--- config.mk ---
export PLATFORM = sky130hd
export DESIGN_NAME = maxpool_unit_flat
export DESIGN_NICKNAME = d
export VERILOG_FILES = /design/src/rtl/maxpool_unit_if.sv /design/src/rtl/maxpool_unit.sv /design/src/flat_wrapper.sv
export SDC_FILE = /design/constraint.sdc
export NUM_CORES = 2
export LEC_CHECK = 0
export BUFFER_PORTS_ARGS = -buffer_cell sky130_fd_sc_hd__clkbuf_2
export CAP_MARGIN = 20
export CORE_UTILIZATION = 45
export CTS_BUF_LIST = sky130_fd_sc_hd__clkbuf_4 sky130_fd_sc_hd__clkbuf_8
export DETAILED_ROUTE_END_ITERATION = 6
export PLACE_DENSITY = 0.69
export SKIP_LAST_GASP = 1
export SYNTH_ARGS = -nofsm -noshare
export SYNTH_HDL_FRONTEND = slang
export SYNTH_SLANG_ARGS = --single-unit
--- constraint.sdc ---
create_clock -name clk -period 13.7 [get_ports clk]
set_clock_uncertainty 0.15 [all_clocks]
set_input_delay 2.74 -clock clk [delete_from_list [all_inputs] [get_ports clk]]
set_output_delay 2.74 -clock clk [all_outputs]
set_load 0.01 [all_outputs]
--- src/rtl/maxpool_unit_if.sv ---
// Single-port RAM bus between the compute unit and a buffer. R_data is valid the cycle after a
// read (cs=1, oe=1, W_req=0).
interface sp_ram_intf;
   logic        cs;
   logic        oe;
   logic        W_req;
   logic [31:0] addr;
   logic [31:0] W_data;
   logic [31:0] R_data;

   modport compute (output cs, oe, W_req, addr, W_data, input R_data);
   modport master  (output cs, oe, W_req, addr, W_data, input R_data);
   modport slave   (input cs, oe, W_req, addr, W_data, output R_data);
endinterface

--- src/rtl/maxpool_unit.sv ---
// 2x2 stride-2 max pooling over packed int8x4 feature maps. Layer dimensions are fetched from
// the param buffer at start; each output word costs a 6-cycle window sweep.
module maxpool_unit #(
   parameter int unsigned DIM_W    = 16,
   parameter logic [31:0] IN_BASE  = 32'd0,
   parameter logic [31:0] OUT_BASE = 32'd0
) (
   input  logic        clk,
   input  logic        rst_n,
   input  logic        start,
   output logic        done,
   sp_ram_intf.compute param_o,
   sp_ram_intf.compute bias_o,
   sp_ram_intf.compute weight_o,
   sp_ram_intf.compute input_o,
   sp_ram_intf.compute output_o
);

   typedef enum logic [2:0] {
      StIdle, StParam, StPwait, StCheck, StRead, StRwait, StWrite, StFin
   } state_e;

   state_e           state_q;
   logic [1:0]       k_q;
   logic [DIM_W-1:0] w_q, h_q, c_q;
   logic [DIM_W-1:0] g_q, yo_q, xo_q;
   logic [31:0]      mx_q;

   logic [DIM_W-1:0] wo, ho, gn;
   logic [DIM_W-1:0] xo_nx, yo_nx, g_nx;
   logic             last_px;
   logic [31:0]      max_nx;
   logic             unused_rdata;

   function automatic logic [31:0] lane_max(input logic [31:0] cur, input logic [31:0] cand);
      logic [31:0] res;
      res = cur;
      for (int n = 0; n < 4; n++) begin
         if ($signed(cand[8*n +: 8]) > $signed(cur[8*n +: 8])) res[8*n +: 8] = cand[8*n +: 8];
      end
      return res;
   endfunction

   function automatic logic [31:0] in_addr(input logic [DIM_W-1:0] g, yo, xo,
                                           input logic [1:0] k,
                                           input logic [DIM_W-1:0] w, h);
      logic [31:0] y, x;
      y = (32'(yo) << 1) + 32'(k[1]);
      x = (32'(xo) << 1) + 32'(k[0]);
      return IN_BASE + (32'(g) * 32'(h) + y) * 32'(w) + x;
   endfunction

   function automatic logic [31:0] out_addr(input logic [DIM_W-1:0] g, yo, xo, wd, ht);
      return OUT_BASE + (32'(g) * 32'(ht) + 32'(yo)) * 32'(wd) + 32'(xo);
   endfunction

   assign wo     = w_q >> 1;
   assign ho     = h_q >> 1;
   assign gn     = c_q >> 2;
   assign max_nx = lane_max(mx_q, input_o.R_data);

   // These buffers are idle in pooling mode.
   assign bias_o.cs       = 1'b0;
   assign bias_o.oe       = 1'b0;
   assign bias_o.W_req    = 1'b0;
   assign bias_o.addr     = '0;
   assign bias_o.W_data   = '0;
   assign weight_o.cs     = 1'b0;
   assign weight_o.oe     = 1'b0;
   assign weight_o.W_req  = 1'b0;
   assign weight_o.addr   = '0;
   assign weight_o.W_data = '0;
   assign unused_rdata    = ^{bias_o.R_data, weight_o.R_data, output_o.R_data, param_o.R_data};

   // Raster order xo -> yo -> g; last_px flags the final output pixel of the layer.
   always_comb begin
      xo_nx   = xo_q + 1'b1;
      yo_nx   = yo_q;
      g_nx    = g_q;
      last_px = 1'b0;
      if (xo_nx == wo) begin
         xo_nx = '0;
         yo_nx = yo_q + 1'b1;
         if (yo_nx == ho) begin
            yo_nx   = '0;
            g_nx    = g_q + 1'b1;
            last_px = (g_nx == gn);
         end
      end
   end

   // Bus outputs default to idle every cycle; only the cycle issuing an access sets them.
   always_ff @(posedge clk) begin
      done            <= 1'b0;
      param_o.cs      <= 1'b0;
      param_o.oe      <= 1'b0;
      param_o.W_req   <= 1'b0;
      param_o.addr    <= '0;
      param_o.W_data  <= '0;
      input_o.cs      <= 1'b0;
      input_o.oe      <= 1'b0;
      input_o.W_req   <= 1'b0;
      input_o.addr    <= '0;
      input_o.W_data  <= '0;
      output_o.cs     <= 1'b0;
      output_o.oe     <= 1'b0;
      output_o.W_req  <= 1'b0;
      output_o.addr   <= '0;
      output_o.W_data <= '0;
      if (!rst_n) begin
         state_q <= StIdle;
         k_q     <= '0;
         w_q     <= '0;
         h_q     <= '0;
         c_q     <= '0;
         g_q     <= '0;
         yo_q    <= '0;
         xo_q    <= '0;
         mx_q    <= '0;
      end else begin
         unique case (state_q)
            StIdle: begin
               if (start) begin
                  state_q      <= StParam;
                  k_q          <= '0;
                  param_o.cs   <= 1'b1;
                  param_o.oe   <= 1'b1;
               end
            end
            StParam: begin
               // Data for the read issued last cycle is on R_data now.
               if (k_q == 2'd1) w_q <= param_o.R_data[DIM_W-1:0];
               if (k_q == 2'd2) begin
                  h_q     <= param_o.R_data[DIM_W-1:0];
                  state_q <= StPwait;
               end else begin
                  k_q          <= k_q + 2'd1;
                  param_o.cs   <= 1'b1;
                  param_o.oe   <= 1'b1;
                  param_o.addr <= 32'(k_q) + 32'd1;
               end
            end
            StPwait: begin
               c_q     <= param_o.R_data[DIM_W-1:0];
               state_q <= StCheck;
            end
            StCheck: begin
               if (w_q < DIM_W'(2) || h_q < DIM_W'(2) || gn == '0) begin
                  state_q <= StFin;
                  done    <= 1'b1;
               end else begin
                  state_q      <= StRead;
                  k_q          <= '0;
                  g_q          <= '0;
                  yo_q         <= '0;
                  xo_q         <= '0;
                  input_o.cs   <= 1'b1;
                  input_o.oe   <= 1'b1;
                  input_o.addr <= in_addr('0, '0, '0, 2'd0, w_q, h_q);
               end
            end
            StRead: begin
               if (k_q == 2'd1) mx_q <= input_o.R_data;
               else if (k_q != 2'd0) mx_q <= max_nx;
               if (k_q == 2'd3) begin
                  state_q <= StRwait;
               end else begin
                  k_q          <= k_q + 2'd1;
                  input_o.cs   <= 1'b1;
                  input_o.oe   <= 1'b1;
                  input_o.addr <= in_addr(g_q, yo_q, xo_q, k_q + 2'd1, w_q, h_q);
               end
            end
            StRwait: begin
               mx_q            <= max_nx;
               state_q         <= StWrite;
               output_o.cs     <= 1'b1;
               output_o.W_req  <= 1'b1;
               output_o.addr   <= out_addr(g_q, yo_q, xo_q, wo, ho);
               output_o.W_data <= max_nx;
            end
            StWrite: begin
               xo_q <= xo_nx;
               yo_q <= yo_nx;
               g_q  <= g_nx;
               if (last_px) begin
                  state_q <= StFin;
                  done    <= 1'b1;
               end else begin
                  state_q      <= StRead;
                  k_q          <= '0;
                  input_o.cs   <= 1'b1;
                  input_o.oe   <= 1'b1;
                  input_o.addr <= in_addr(g_nx, yo_nx, xo_nx, 2'd0, w_q, h_q);
               end
            end
            StFin: state_q <= StIdle;
            default: state_q <= StIdle;
         endcase
      end
   end

endmodule

--- src/flat_wrapper.sv ---
// flat-port wrapper written by rule: the top's interface ports become plain ports
module maxpool_unit_flat 
#(
   parameter int unsigned DIM_W    = 16,
   parameter logic [31:0] IN_BASE  = 32'd0,
   parameter logic [31:0] OUT_BASE = 32'd0
)
  (clk, rst_n, start, done, param_o_cs, param_o_oe, param_o_W_req, param_o_addr, param_o_W_data, param_o_R_data, bias_o_cs, bias_o_oe, bias_o_W_req, bias_o_addr, bias_o_W_data, bias_o_R_data, weight_o_cs, weight_o_oe, weight_o_W_req, weight_o_addr, weight_o_W_data, weight_o_R_data, input_o_cs, input_o_oe, input_o_W_req, input_o_addr, input_o_W_data, input_o_R_data, output_o_cs, output_o_oe, output_o_W_req, output_o_addr, output_o_W_data, output_o_R_data);
  sp_ram_intf param_o_i ();
  sp_ram_intf bias_o_i ();
  sp_ram_intf weight_o_i ();
  sp_ram_intf input_o_i ();
  sp_ram_intf output_o_i ();
  input  logic clk;
  input  logic rst_n;
  input  logic start;
  output logic done;
  output wire logic [$bits(param_o_i.cs)-1:0] param_o_cs;
  output wire logic [$bits(param_o_i.oe)-1:0] param_o_oe;
  output wire logic [$bits(param_o_i.W_req)-1:0] param_o_W_req;
  output wire logic [$bits(param_o_i.addr)-1:0] param_o_addr;
  output wire logic [$bits(param_o_i.W_data)-1:0] param_o_W_data;
  input wire logic [$bits(param_o_i.R_data)-1:0] param_o_R_data;
  output wire logic [$bits(bias_o_i.cs)-1:0] bias_o_cs;
  output wire logic [$bits(bias_o_i.oe)-1:0] bias_o_oe;
  output wire logic [$bits(bias_o_i.W_req)-1:0] bias_o_W_req;
  output wire logic [$bits(bias_o_i.addr)-1:0] bias_o_addr;
  output wire logic [$bits(bias_o_i.W_data)-1:0] bias_o_W_data;
  input wire logic [$bits(bias_o_i.R_data)-1:0] bias_o_R_data;
  output wire logic [$bits(weight_o_i.cs)-1:0] weight_o_cs;
  output wire logic [$bits(weight_o_i.oe)-1:0] weight_o_oe;
  output wire logic [$bits(weight_o_i.W_req)-1:0] weight_o_W_req;
  output wire logic [$bits(weight_o_i.addr)-1:0] weight_o_addr;
  output wire logic [$bits(weight_o_i.W_data)-1:0] weight_o_W_data;
  input wire logic [$bits(weight_o_i.R_data)-1:0] weight_o_R_data;
  output wire logic [$bits(input_o_i.cs)-1:0] input_o_cs;
  output wire logic [$bits(input_o_i.oe)-1:0] input_o_oe;
  output wire logic [$bits(input_o_i.W_req)-1:0] input_o_W_req;
  output wire logic [$bits(input_o_i.addr)-1:0] input_o_addr;
  output wire logic [$bits(input_o_i.W_data)-1:0] input_o_W_data;
  input wire logic [$bits(input_o_i.R_data)-1:0] input_o_R_data;
  output wire logic [$bits(output_o_i.cs)-1:0] output_o_cs;
  output wire logic [$bits(output_o_i.oe)-1:0] output_o_oe;
  output wire logic [$bits(output_o_i.W_req)-1:0] output_o_W_req;
  output wire logic [$bits(output_o_i.addr)-1:0] output_o_addr;
  output wire logic [$bits(output_o_i.W_data)-1:0] output_o_W_data;
  input wire logic [$bits(output_o_i.R_data)-1:0] output_o_R_data;
  assign param_o_cs = param_o_i.cs;
  assign param_o_oe = param_o_i.oe;
  assign param_o_W_req = param_o_i.W_req;
  assign param_o_addr = param_o_i.addr;
  assign param_o_W_data = param_o_i.W_data;
  assign param_o_i.R_data = param_o_R_data;
  assign bias_o_cs = bias_o_i.cs;
  assign bias_o_oe = bias_o_i.oe;
  assign bias_o_W_req = bias_o_i.W_req;
  assign bias_o_addr = bias_o_i.addr;
  assign bias_o_W_data = bias_o_i.W_data;
  assign bias_o_i.R_data = bias_o_R_data;
  assign weight_o_cs = weight_o_i.cs;
  assign weight_o_oe = weight_o_i.oe;
  assign weight_o_W_req = weight_o_i.W_req;
  assign weight_o_addr = weight_o_i.addr;
  assign weight_o_W_data = weight_o_i.W_data;
  assign weight_o_i.R_data = weight_o_R_data;
  assign input_o_cs = input_o_i.cs;
  assign input_o_oe = input_o_i.oe;
  assign input_o_W_req = input_o_i.W_req;
  assign input_o_addr = input_o_i.addr;
  assign input_o_W_data = input_o_i.W_data;
  assign input_o_i.R_data = input_o_R_data;
  assign output_o_cs = output_o_i.cs;
  assign output_o_oe = output_o_i.oe;
  assign output_o_W_req = output_o_i.W_req;
  assign output_o_addr = output_o_i.addr;
  assign output_o_W_data = output_o_i.W_data;
  assign output_o_i.R_data = output_o_R_data;
  maxpool_unit #(.DIM_W(DIM_W), .IN_BASE(IN_BASE), .OUT_BASE(OUT_BASE)) u_core (.clk(clk), .rst_n(rst_n), .start(start), .done(done), .param_o(param_o_i), .bias_o(bias_o_i), .weight_o(weight_o_i), .input_o(input_o_i), .output_o(output_o_i));
endmodule
Word-level counts from Yosys, hierarchy flattened:

Cells that the tools add are included.

* bits in registers: 265
* output and inout bits: 336
* logic and storage cells: 125
* bits of input ports: 163

* bitwise logic cells: 2
* order comparisons: 6
* equal/unequal tests: 21
* mux-type cells: 44
* reduce and logical (&&, ||, !) cells: 16
* $mul: 6
* add/sub/neg operators: 13

Operators by type and width (number)
* 2-to-1 mux 32 bit: 4
* case mux 32 bit (2 select lines): 2
* 2-to-1 mux 16 bit: 6
* case mux 16 bit (2 select lines): 3
* adder 32 x 16 -> 32 bit: 2
* adder 32 x 17 -> 32 bit: 2
* adder 32 bit: 2
* multiplier 16 x 16 -> 32 bit: 2
* multiplier 32 x 16 -> 32 bit: 2
* adder 16 x 1 -> 16 bit, second input constant: 3
* adder 17 x 1 -> 18 bit: 2
* equality test 16 x 15 -> 1 bit: 2
* > comparator 8 bit: 4
* < comparator 16 x 2 -> 1 bit, second input constant: 2
* multiplier 32 x 15 -> 32 bit: 1
* 2-to-1 mux 8 bit: 4
* multiplier 16 x 15 -> 31 bit: 1
* case mux 3 bit (8 select lines): 1
* equality test 16 x 14 -> 1 bit: 1
* logical NOT 16 bit: 1
* 2-to-1 mux 2 bit: 7
* equality test 3 bit, second input constant: 4
* 2-to-1 mux 1 bit: 10
* inequality test 2 bit, second input constant: 5
* other kinds (21): 35

Logic depth before layout (Yosys ltp):

* word-level depth: 10
* mapped depth: 62

Least setup slack after synthesis:

No wires, ideal clock.

* kind: register to register
* start: register u_core.yo_q[0]
* end: register u_core.input_o.addr[31]
* stages on the path, launching flop included: 57
* data arrival time: 14.278 ns
* library setup time: 0.088 ns
* path slack: -0.816 ns
* path buffers: 5
* cell sequence: dfxtp_1 clkbuf_1 nand2_1 nor4_1 and3_1 mux2i_1 mux2i_1 mux2_2 or4_1 buf_2 nor2_4 buf_2 nand2_1 xnor2_1 clkbuf_1 nand2_1 fa_1 fa_1 [... 21 more ...] fa_1 inv_1 fa_1 inv_1 ha_1 and2_1 a221o_1 a311oi_1 nor2_1 o31a_1 a21oi_1 nor2b_1 o21a_1 nand3_1 a21oi_1 xnor3_1 xor3_1 o32ai_2

* cells in the longest elaborated chain, start to end: 10
* elaborated cells on any way between the ends: 19
* classes of those cells: add/sub: 6; mul: 3; eq/ne: 1; mux: 9

RTL lines
* start: declaration: RTL line maxpool_unit.sv:26 `logic [DIM_W-1:0] g_q, yo_q, xo_q;`
* start signal: assignment: RTL line maxpool_unit.sv:184 `yo_q <= yo_nx;`
* adder 16 x 1 -> 16 bit: RTL line maxpool_unit.sv:83 `yo_nx = yo_q + 1'b1;`
* equality test 16 x 15 -> 1 bit: RTL line maxpool_unit.sv:84 `if (yo_nx == ho) begin`
* 2-to-1 mux 16 bit: RTL line maxpool_unit.sv:84
* 2-to-1 mux 16 bit: RTL line maxpool_unit.sv:81 `if (xo_nx == wo) begin`
* multiplier 16 x 16 -> 32 bit: RTL line maxpool_unit.sv:50 `return IN_BASE + (32'(g) * 32'(h) + y) * 32'(w) + x;`
* adder 32 x 17 -> 32 bit: RTL line maxpool_unit.sv:50
* multiplier 32 x 16 -> 32 bit: RTL line maxpool_unit.sv:50
* adder 32 x 17 -> 32 bit: RTL line maxpool_unit.sv:50
* 2-to-1 mux 32 bit: RTL line maxpool_unit.sv:186 `if (last_px) begin`
* case mux 32 bit (2 select lines) (*): RTL line maxpool_unit.sv:121 `unique case (state_q)`
* end: declaration: RTL line maxpool_unit_if.sv:11 `modport compute (output cs, oe, W_req, addr, W_data, input R_data);`

Mark *: on every way between the ends. The rest lies on a longest branch, timed or not.
A chain may end at the register's enable or synchronous reset.

Final worst setup path:

* start: register u_core.yo_q[2]
* end: register u_core.input_o.addr[29]

Same word-level chain as after synthesis.

==> summary.md <==
| Metric | Value |
|---|---|
| CP endpoint kind | `flop` |
| Synthesized area per cell | `about 8.5 um2` |
| Number of flops mapped to enable cells by yosys | `0` |
| Non-Filler Instances | `about 11000` |
| Synth Instances | `8151` |
| Synth warn | `0` |
| Fmax | `69.2 MHz` |
| Number of global-route vias before repair | `roughly 58000` |
| # IOs | `approximately 500` |
| Hold Crit Class | `flop to flop` |
| Max_cap viols | `0` |
| Total track usage | `25.0%` |
| Final WL | `about 190000 um` |
| Post-synthesis async set-or-reset flop share | `0%` |
| Num CTS Buffers | `between 40 and 50` |
| Critical path's largest stage delay | `between 0.5 and 0.6 ns` |
| Initial antenna violation count | `3` |
| Starting Density | `between 40% and 50%` |
| Most common cell on crit path | `fa_1` |
| Rows | `143` |
| Crit path max fanout | `6` |
| Mapped cell area | `between 60000 and 70000 um2` |
| Fin Setup TNS | `-3.27 ns` |
| Routability cong. | `between 0.9 and 1` |
| Synth Flop Type | `dfxtp_1` |
| Failing checks | `design-rule violations, negative setup slack` |
| Final Hold Fails | `0` |
| Final period utilization | `105%` |
| Final Critical Period | `14.45 ns` |
| Max clock buf depth | `3` |
| Synth Register Bits | `234` |
| CTS Root Cell | `clkbuf_8` |
| Largest net degree at the start of global routing | `between 80 and 90` |
| CTS H-tree lvls | `2` |
| Die width | `394 um` |
| Worst Path Required | `~14 ns` |
| Worst-Margin Slew | `roughly 1.1 ns` |
| Total grt overflow | `0` |
| Met2 WL | `between 90000 and 100000 um` |
| Fin nets | `between 10000 and 15000` |
| Max Slew Vio Count | `0` |
| Critical path class | `flop to flop` |
| Die area | `roughly 160000 um2` |
| First-pass GRT wire length | `just over 300000 um` |
| Vias | `roughly 55000` |
| RSZ-0062 raised after global routing | `yes` |
| Pwr dens | `about 21 nW/um2` |
| Critical Path AT | `14.83 ns` |
| Met1 WL | `just under 80000 um` |
| Status | `finished with violations` |
| CTS tree | `done` |
| Worst setup margin | `-0.749 ns` |
| Yosys top cell by area | `fa_1` |
| Layout cell share with drive strength beyond 1 | `13.2%` |
| VDD IR-drop max | `about 0.057 mV` |
| Relative slew slack | `approximately a quarter` |
| DPL Wire Length | `between 150000 and 200000 um` |
| Clock sinks | `around 230` |
| Crit-path slowest cell | `fa_1` |
| DR vias/cell | `roughly 5.2` |
| Die H | `394 um` |
| Buffers on Ports | `roughly 160` |
| Startpoint Class | `flop` |
| First-iteration detailed-routing DRC count | `4048` |
| Number of hold-repair buffers added at the cts stage | `0` |
| Layout area overhead | `11.7%` |
| Post-synth cell types | `97` |
| Final setup viols | `6` |
| DRC viols | `1` |
| Sequential area share after synthesis | `about 6.8%` |
| Placed cell count | `around 10000` |
| Synth area leaders | `fa_1, ha_1, inv_1, dfxtp_1, nand2_1` |
| Clk pin slew, worst setup/hold paths | `about 0.070 ns` |
| Synth top area share | `about two fifths` |
| Antenna-violating nets left | `0` |
| Wire length on met3 | `~18000 um` |
| Max Used Layer | `met5` |
| Core Box Area | `between 150000 and 200000 um2` |
| P_leak | `35.8 nW` |
| Drt wl/cell | `about 18 um` |
| DR pass1 iterations | `7` |
| Worst skew pair latency | `about 0.7 ns` |
[worst max-delay path, delay by kind of cell (launching register included)]
kind	cells	cell delay [ns]
adders and majority gates	14	6.37
and+or+nand+nor	16	2.76
AOI/OAI and AO/OA	13	2.56
buffers and inverters	15	1.66
xor gates and xnor gates	2	0.43
DFF	1	0.37
[synth_stat cells, drive strengths merged (68+ instances only)]
| master | n |
|---|---|
| inv | 1705 |
| fa | 1388 |
| nand2 | 1221 |
| and2 | 640 |
| ha | 534 |
| clkbuf | 367 |
| nor2 | 325 |
| buf | 266 |
| a21oi | 246 |
| dfxtp | 234 |
| xnor2 | 234 |
| o21ai | 107 |
| xor2 | 81 |
| nand3 | 78 |
| a21o | 77 |
| mux2i | 68 |
[layout make-up]
class | count | area (um2)
Sequential cell | 234 | 4760
Clock buffer | 56 | 752
Fill cell | 14022 | 74900
Clock inverter | 20 | 253
Antenna cell | 1 | 2.50
Inverter | 1705 | 6400
Multi-Input combinational cell | 5808 | 57000
Timing Repair Buffer | 740 | 5590
Tap cell | 2030 | 2540
[state kept, by name, summed over array words and instances (netlist names), 16 cells and up]
signal                  cells
u_core.h_q                 16
u_core.w_q                 16
u_core.input_o.addr        32
u_core.output_o.W_data     32
u_core.mx_q                32
u_core.g_q                 16
u_core.yo_q                16
u_core.output_o.addr       32
u_core.xo_q                16
[placed cells by master, fill, tap and decap left out, types with 34 or more instances in the layout]
cell / count
conb_1: 230
nand3_1: 73
dfxtp_1: 198
buf_4: 529
clkbuf_2: 156
nand2_1: 1197
a21oi_1: 218
ha_1: 515
o21ai_0: 87
nor3_1: 61
o21a_1: 37
clkbuf_8: 54
inv_1: 1683
nor2b_1: 43
a21o_1: 76
nor2_1: 312
nand2b_1: 51
and2_1: 629
xnor2_1: 202
mux2i_1: 68
a22oi_1: 46
xor2_1: 68
fa_1: 1374
and3_1: 34
[metal layers]
metal	vias to the layer above	track usage (%)
met5	-	0
met2	2288	41.2
met4	4	8.10
met3	444	5.18
met1	27883	32.8
li1	24662	-
[per-stage QoR]
| step | hold WS (ns) | util [%] | worst slack [ns] | power, mW | instance area [um2] |
|---|---|---|---|---|---|
| final | 0.346 | 50.8 | -0.749 | 1.66 | 77300 |
| after global routing | 0.377 | 50.8 | -1.23 | 1.71 | 77300 |
| after CTS | 0.349 | 50.0 | -0.681 | 1.67 | 76100 |
| after detailed placement | 0.338 | 48.9 | -1.23 | 0.844 | 74400 |
| after global placement | 0.336 | 48.9 | -1.06 | 0.842 | 74400 |
| after floorplan | 0.311 | - | 0.0103 | 0.837 | 70400 |
[path summary, 6_finish.rpt]
path	depth (start not counted)	end	startpoint	slack (ns)
setup / recovery	60	u_core.input_o.addr[29]$_SDFF_PN0_	u_core.yo_q[2]$_SDFFE_PN0P_	-0.75
hold / removal	2	u_core.c_q[15]$_SDFFE_PN0P_	u_core.c_q[15]$_SDFFE_PN0P_	0.35
setup reg to reg	60	u_core.input_o.addr[29]$_SDFF_PN0_	u_core.yo_q[2]$_SDFFE_PN0P_	-0.75
hold reg to reg	2	u_core.c_q[15]$_SDFFE_PN0P_	u_core.c_q[15]$_SDFFE_PN0P_	0.35
[kinds of logic (layout without fill, tap and decap cells)]
kind of cell / count (synthesis) / after routing / synth area share (%)
adders and majority gates: 1922 / 1922 / 49.8
muxes: 71 / 71 / 1.03
AOI/OAI and AO/OA: 687 / 687 / 6.43
DFF: 234 / 234 / 6.77
xor gates and xnor gates: 325 / 325 / 4.39
buffers and inverters: 2338 / 2521 / 14.0
other: 1 / 231 / 0.00542
and+or+nand+nor: 2573 / 2573 / 17.6
[what timing repair did]
item	in CTS	in global routing
setup endpoints to repair	13	21
gates cloned	1	5
buffers inserted	25	34
pin swaps	42	147
resized for setup	106	218
[power breakdown]
part           internal (mW)  switching [mW]  total [mW]  leakage (nW)
Combinational         0.0321           0.120       0.152          33.4
Sequential             0.680         0.00347       0.684          1.91
Clock                  0.457           0.364       0.821         0.512
Power figures use the tool's default switching activity.
